### config.mk
export PLATFORM = sky130hd
export DESIGN_NAME = rr_channel_arbiter
export DESIGN_NICKNAME = d
export VERILOG_FILES = /design/src/rtl/rr_channel_arbiter_pkg.sv /design/src/rtl/rr_channel_arbiter_pick.sv /design/src/rtl/rr_channel_arbiter.sv
export SDC_FILE = /design/constraint.sdc
export NUM_CORES = 1
export LEC_CHECK = 0
export BUFFER_PORTS_ARGS = -buffer_cell sky130_fd_sc_hd__buf_2
export CAP_MARGIN = 20
export CELL_PAD_IN_SITES_DETAIL_PLACEMENT = 1
export CELL_PAD_IN_SITES_GLOBAL_PLACEMENT = 1
export CORE_AREA = 3 3 312 314
export DETAILED_ROUTE_END_ITERATION = 8
export DIE_AREA = 0 0 315 317
export PLACE_DENSITY = 0.45
export SLEW_MARGIN = 20
export SYNTH_ARGS = -nofsm -noshare
export SYNTH_HDL_FRONTEND = slang
export SYNTH_SLANG_ARGS = --single-unit
### constraint.sdc
create_clock -name clk -period 5.96 [get_ports clk]
set_input_delay 1.192 -clock clk [delete_from_list [all_inputs] [get_ports clk]]
set_output_delay 1.192 -clock clk [all_outputs]
set_load 0.03 [all_outputs]
### src/rtl/rr_channel_arbiter_pkg.sv
// rtl/rr_channel_arbiter_pkg.sv - shared sizes, state type and pointer wrap helper for the channel arbiter
package rr_channel_arbiter_pkg;
    localparam int N_CH   = 32;
    localparam int SEL_W  = 5;
    localparam int DATA_W = 20;

    typedef enum logic {
        IDLE  = 1'b0,
        BURST = 1'b1
    } state_t;

    function automatic logic [SEL_W-1:0] ptr_next(input logic [SEL_W-1:0] cur);
        ptr_next = (cur == SEL_W'(N_CH - 1)) ? '0 : cur + 1'b1;
    endfunction
endpackage

### src/rtl/rr_channel_arbiter_pick.sv
// rtl/rr_channel_arbiter_pick.sv - combinational round-robin picker (rotate, priority-encode, un-rotate)
module rr_pick
    import rr_channel_arbiter_pkg::*;
(
    input  logic [N_CH-1:0]  req,
    input  logic [SEL_W-1:0] ptr,
    output logic [SEL_W-1:0] idx,
    output logic             found
);
    logic [N_CH-1:0]  rot;
    logic [SEL_W-1:0] off;

    // Bit 0 of rot is channel ptr, so the lowest set bit is the next in turn.
    assign rot = N_CH'({req, req} >> ptr);

    always_comb begin
        found = 1'b0;
        off   = '0;
        for (int i = N_CH - 1; i >= 0; i--) begin
            if (rot[i]) begin
                found = 1'b1;
                off   = SEL_W'(i);
            end
        end
    end

    assign idx = off + ptr;
endmodule

### src/rtl/rr_channel_arbiter.sv
// rtl/rr_channel_arbiter.sv - round-robin channel arbiter forwarding bounded bursts to one downstream port
module rr_channel_arbiter
    import rr_channel_arbiter_pkg::*;
#(
    parameter int MAX_BURST = 4
) (
    input  logic                     clk,
    input  logic                     rst_n,
    input  logic [N_CH-1:0]          req,
    input  logic [N_CH*DATA_W-1:0]   in_data,
    input  logic [N_CH-1:0]          in_last,
    output logic [N_CH-1:0]          in_ready,
    output logic [SEL_W-1:0]         sel,
    output logic [N_CH-1:0]          grant,
    output logic                     busy,
    output logic                     out_valid,
    output logic [DATA_W-1:0]        out_data,
    output logic                     out_last,
    input  logic                     out_ready
);
    localparam int CNT_W = $clog2(MAX_BURST) + 1;

    state_t           state_q, state_d;
    logic [SEL_W-1:0] ptr_q, ptr_d;
    logic [SEL_W-1:0] sel_q, sel_d;
    logic [CNT_W-1:0] cnt_q, cnt_d;
    logic [SEL_W-1:0] pick_idx;
    logic             pick_found;
    logic             xfer;
    logic [N_CH-1:0]  sel_onehot;

    rr_pick u_pick (
        .req   (req),
        .ptr   (ptr_q),
        .idx   (pick_idx),
        .found (pick_found)
    );

    always_ff @(posedge clk or negedge rst_n) begin
        if (!rst_n) begin
            state_q <= IDLE;
            ptr_q   <= '0;
            sel_q   <= '0;
            cnt_q   <= '0;
        end else begin
            state_q <= state_d;
            ptr_q   <= ptr_d;
            sel_q   <= sel_d;
            cnt_q   <= cnt_d;
        end
    end

    assign sel_onehot = N_CH'(1) << sel_q;
    assign sel        = sel_q;

    always_comb begin
        state_d   = state_q;
        ptr_d     = ptr_q;
        sel_d     = sel_q;
        cnt_d     = cnt_q;
        grant     = '0;
        in_ready  = '0;
        busy      = 1'b0;
        out_valid = 1'b0;
        out_data  = '0;
        out_last  = 1'b0;
        xfer      = 1'b0;
        case (state_q)
            IDLE: begin
                if (pick_found) begin
                    sel_d   = pick_idx;
                    state_d = BURST;
                end
            end
            BURST: begin
                busy      = 1'b1;
                grant     = sel_onehot;
                out_valid = req[sel_q];
                out_data  = in_data[sel_q*DATA_W +: DATA_W];
                out_last  = in_last[sel_q] | (cnt_q == CNT_W'(MAX_BURST - 1));
                in_ready  = out_ready ? sel_onehot : '0;
                xfer      = out_valid & out_ready;
                // sel is kept after release so the datapath select stays stable while idle.
                if (xfer) begin
                    if (out_last) begin
                        state_d = IDLE;
                        ptr_d   = ptr_next(sel_q);
                        cnt_d   = '0;
                    end else begin
                        cnt_d = cnt_q + 1'b1;
                    end
                end
            end
            default: state_d = IDLE;
        endcase
    end
endmodule

Word-level counts from Yosys, hierarchy flattened. Cells that the tools add are included.

Memory bits (writable): 0. Input port bits: 707. Word-level logic and storage cells: 101. Bits in registers: 14. Bits in latches: 0. Memory bits (read-only): 0. Memories kept: 0.

Multipliers: 1. Equality and inequality tests: 2. Div/mod/pow operators: 0. Mux-type cells: 81. Add/sub/neg operators: 3. $lt $le $gt $ge: 1. Reductions and logical operators: 3. Bitwise gates (word level): 3. Shift operators: 3.

Operator list (count): indexed part select 640 x 11 -> 20 bit (1); two-way mux 5 bit (33); two-way mux 32 bit (3); right shift 64 x 5 -> 32 bit (1); two-way mux 1 bit (40); << shifter 1 x 5 -> 32 bit, first input constant (1); two-way mux 20 bit (1); binary-select mux 1 bit (select 5 bit) (2); multiplier 5 x 3 -> 8 bit, second input constant (1); less-than comparator 5 x 6 -> 1 bit, second input constant (1); adder 5 x 1 -> 5 bit, second input constant (1); adder 5 bit (1); == test 5 bit, second input constant (1); AND reduction 2 bit (2); adder 3 x 1 -> 3 bit, second input constant (1); == test 3 x 2 -> 1 bit, second input constant (1); two-way mux 3 bit (1); AND reduction 3 bit (1); case mux 1 bit (2 select lines) (1); bitwise AND 1 bit (1); NOT 1 bit (1); OR 1 bit (1).

Depth between registers and ports, before layout.
Depth in word-level cells: 35. Mapped depth: 23. Gate-level depth less buffers: 18.

Hierarchy. A second synthesis with hierarchy kept.

Cell total of the unflattened synthesis: 885. Area, all modules: 11020.6 µm².

By module, submodules not included: rr_channel_arbiter (cells each 525, area each 7005.5 µm², times used 1); rr_pick (cells each 360, area each 4015.1 µm², times used 1).

Worst setup path after synthesis. No wires, ideal clock.

Kind: register -> output. From: register sel_q[0] (netlist: sel[0]). To: output port out_data[0]. Data required time: 4.768 ns. Slack: 1.298 ns. Arrival time: 3.470 ns. Stages on the path, launching flop included: 9. Buffers on the path: 4. Path through: dfrtp_1 clkbuf_1 buf_2 clkbuf_1 buf_1 mux4_2 mux4_2 mux2i_1 nor2_1.

Longest elaborated chain between the ends: 3.

RTL lines: start: declaration (RTL line rr_channel_arbiter.sv:25) `logic [SEL_W-1:0] sel_q, sel_d;`; start signal: assignment (RTL line rr_channel_arbiter.sv:48) `sel_q <= sel_d;`; multiplier 5 x 3 -> 8 bit (RTL line rr_channel_arbiter.sv:79) `out_data = in_data[sel_q*DATA_W +: DATA_W];`; indexed part select 640 x 11 -> 20 bit (RTL line rr_channel_arbiter.sv:79); two-way mux 20 bit (RTL line rr_channel_arbiter.sv:68) `case (state_q)`; end: declaration (RTL line rr_channel_arbiter.sv:17) `output logic [DATA_W-1:0] out_data,`.

No other way between the ends.

Worst setup path in the final report.
From: input port req[12]. To: register sel_q[4] (netlist: sel[4]).

Longest elaborated chain between the ends: 34.

RTL lines: start: declaration (RTL line rr_channel_arbiter.sv:9) `input logic [N_CH-1:0] req,`; right shift 64 x 5 -> 32 bit * (RTL line rr_channel_arbiter_pick.sv:14) `assign rot = N_CH'({req, req} >> ptr);`; two-way mux 5 bit / two-way mux 1 bit (equally long branches) (32 in series) (RTL line rr_channel_arbiter_pick.sv:20) `if (rot[i]) begin`; adder 5 bit / AND reduction 2 bit (equally long branches).

Mark *: on every way between the ends. The rest lies on a longest branch, timed or not. A chain may end at the register's enable or synchronous reset.

==> results.json <==
{
  "status": "finished clean",
  "syn-num-nets": 1582,
  "drtAntennaViolNets": 0,
  "yosys_warnings": 0,
  "grt_pass1_vias": 13400,
  "grtUsageMet1": 0.179,
  "wl_per_cell_um": 28.3,
  "use_met3": 0.0246,
  "clock.fmax_ghz": 0.191,
  "hp-class": "flip-flop to flip-flop",
  "via_per_inst": 4.23,
  "pwr-share-comb": 0.925,
  "synth_top_cells_by_area": "mux4_2 58%, mux2i_1 7.7%, nor2_1 4.5%",
  "period_share": 0.880,
  "drt_wl_total_mm": 81.4,
  "yosys.cell_types.count": 62,
  "grt_max_degree": 77,
  "fp.coreArea_mm2": 0.0949,
  "avgSynthCellArea_um2": 11.7,
  "swShare": 0.564,
  "antenna_found_initial": 46,
  "synth_edf_count": 0,
  "total_leakage_power_uw": 0.00649,
  "fillers": 11300,
  "fin_crit_ns": 5.25,
  "grtUsageTotal": 0.153,
  "synth_top_cell_by_area": "mux4_2",
  "max_slew_margin": 0.357,
  "grt_pass1_wl_mm": 108,
  "gr-usage-met2": 0.293,
  "p_int_uw": 3270,
  "critPathKind": "input port to flip-flop",
  "cts_made_buffers": 3,
  "synthSimpleGateAreaFrac": 0.0979,
  "synth_seq_area_share": 0.0349,
  "synth_flop_cell": "dfrtp_1",
  "power_frac_seq": 0.056,
  "netlist_area_mm2": 0.0100,
  "cts_resized": 0,
  "die_w_um": 315,
  "final_cell_mix": "798 x buf_2, 258 x mux4_2, 120 x nor2_1",
  "clk-insertion-delay-late_ns": 0.25,
  "finish.utilization": 0.164,
  "critPathCaptureType": "flip-flop",
  "drt_iter0_drc": 856,
  "grt-ovfl-total": 0,
  "cts_tree": "done",
  "synth_top_cell_area_share": 0.578,
  "clockBufferDepth": 2,
  "hpwl_mm": 72.7,
  "start_kind": "input port",
  "port-buffer-count": 798,
  "synthMuxAreaShare": 0.706,
  "dr.pass1.iters": 6,
  "cts_max_level": 1,
  "drive_above_1_share": 0.712,
  "final_max_slew_viol_count": 0,
  "start_util": 0.106,
  "postCtsSetupRepairBufs": 0,
  "worst_ep_required_time_ns": 6.09,
  "synth_top_family_by_area": "multiplexers",
  "synth_compound_area_frac": 0.0868,
  "setup_tns_ns": 0,
  "layout.nets": 2318,
  "cts_root_buffer": "clkbuf_16",
  "grt_busiest_layer": "met2",
  "worstMarginPinSlew_ns": 0.964,
  "critPathArrivalTime_ns": 5.38,
  "dr_total_vias": 12200,
  "regArea_um2": 367,
  "p_clk_frac": 0.020,
  "pin_count": 799,
  "gp_congestion": 0.916,
  "clock_sinks": 14,
  "drv_cap": 0,
  "ir_drop_mv": 0.162,
  "die_height_um": 317,
  "ctsHoldBuffers": 0,
  "clk_pin_slew_ns": 0.05,
  "ys_async_sr_fraction": 1.00,
  "multi_input_area_mm2": 0.00918,
  "finalSetupViolations": 0,
  "critPathMaxFanout": 7,
  "postSynthCellCount": 861,
  "area_delta_synth_final_pct": 55.1,
  "fp-row-count": 113,
  "rsz0062_at_grt": "false",
  "power_density_mw_per_mm2": 482,
  "synth_xor_area_frac": 0.00436,
  "final_common_cell": "buf_2",
  "skew_ns": 0.00332,
  "hold_viol_final": 0,
  "switching_power_uw": 4230,
  "yosys.area_share.adder": 0.0182,
  "ys_ff_latch": 14,
  "drc": 0,
  "design.die.area_mm2": 0.0999
}
-- kinds of logic after synthesis --
| family | Yosys count |
|---|---|
| adder cells (fa/ha/maj) | 14 |
| flip-flops | 14 |
| multiplexers | 373 |
| AND/OR/NAND/NOR | 227 |
| buffers and inverters | 107 |
| XOR/XNOR | 5 |
| AO/OA/AOI/OAI | 121 |
-- worst paths after layout --
path | slack [ns] | cells past startpoint | startpoint | end
min in group asynchronous | 0.85 | 1 | rst_n | cnt_q[0]$_DFFE_PN0P_
max | 0.71 | 19 | req[12] | sel[4]$_DFFE_PN0P_
min | 0.49 | 2 | cnt_q[2]$_DFFE_PN0P_ | cnt_q[2]$_DFFE_PN0P_
min reg2reg | 0.49 | 2 | cnt_q[2]$_DFFE_PN0P_ | cnt_q[2]$_DFFE_PN0P_
max reg2reg | 0.83 | 17 | ptr_q[0]$_DFFE_PN0P_ | sel[4]$_DFFE_PN0P_
max in group asynchronous | 4.80 | 1 | rst_n | sel[0]$_DFFE_PN0P_
-- flip-flops by register name, indices dropped and copies added (netlist names) --
register,cells
ptr_q,5
state_q,1
sel,5
cnt_q,3
-- synth_stat cells, drive strengths merged (5+ instances only) --
| cell | n |
|---|---|
| a211oi | 7 |
| a21o | 7 |
| a21oi | 10 |
| a221oi | 5 |
| a22o | 5 |
| a22oi | 6 |
| buf | 48 |
| clkbuf | 45 |
| dfrtp | 14 |
| ha | 13 |
| inv | 14 |
| mux2 | 33 |
| mux2i | 77 |
| mux4 | 263 |
| nand2 | 46 |
| nand2b | 11 |
| nand3 | 12 |
| nor2 | 120 |
| nor2b | 11 |
| nor3 | 11 |
| o21ai | 16 |
| o22ai | 27 |
| o31ai | 8 |
-- power groups by stage --
stage	Sequential [µW]	Clock (µW)	Combinational [µW]
after floorplan	197	0	4760
after global placement	435	0	7080
after detailed placement	439	0	7120
after CTS	437	152	7140
after global routing	454	155	7470
final	419	147	6940
-- critical path, cell delays in order --
cell and delay, ns:
buf_2 0.18, mux4_2 0.30, mux2_2 0.22, mux2i_1 0.12, a221oi_1 0.73, nor3_1 0.12, a2111oi_0 0.44, a31oi_1 0.17
o21a_1 0.21, nor3_1 0.20, ha_1 0.21, inv_1 0.06, fa_1 0.42, inv_1 0.08, a21o_1 0.11, a21oi_1 0.07
xnor2_1 0.14, xnor2_1 0.14, mux2_4 0.26
-- metrics by stage --
step,power [µW],std cells,instance area (µm²),hold slack [ns],worst slack [ns]
after floorplan,4950,861,10000,0.449,1.30
after global routing,8080,2872,15600,0.522,0.325
after global placement,7510,2857,15500,0.460,0.540
final,7510,2875,15600,0.491,0.714
after CTS,7730,2861,15500,0.492,0.748
after detailed placement,7560,2857,15500,0.479,0.514
-- metal layers --
layer	vias to the layer above	wire, µm
met2	612	44400
met1	6285	30900
met5	-	63
met3	93	4740
met4	10	1390
li1	5152	-
-- layout make-up --
class,instances,area share
inverters,14,0.00353
repair buffers,824,0.274
diodes,14,0.00225
multi-input cells,740,0.589
clock buffers,4,0.00570
well taps,1265,0.102
flip-flops and latches,14,0.0235
Power figures use the tool's default switching activity.
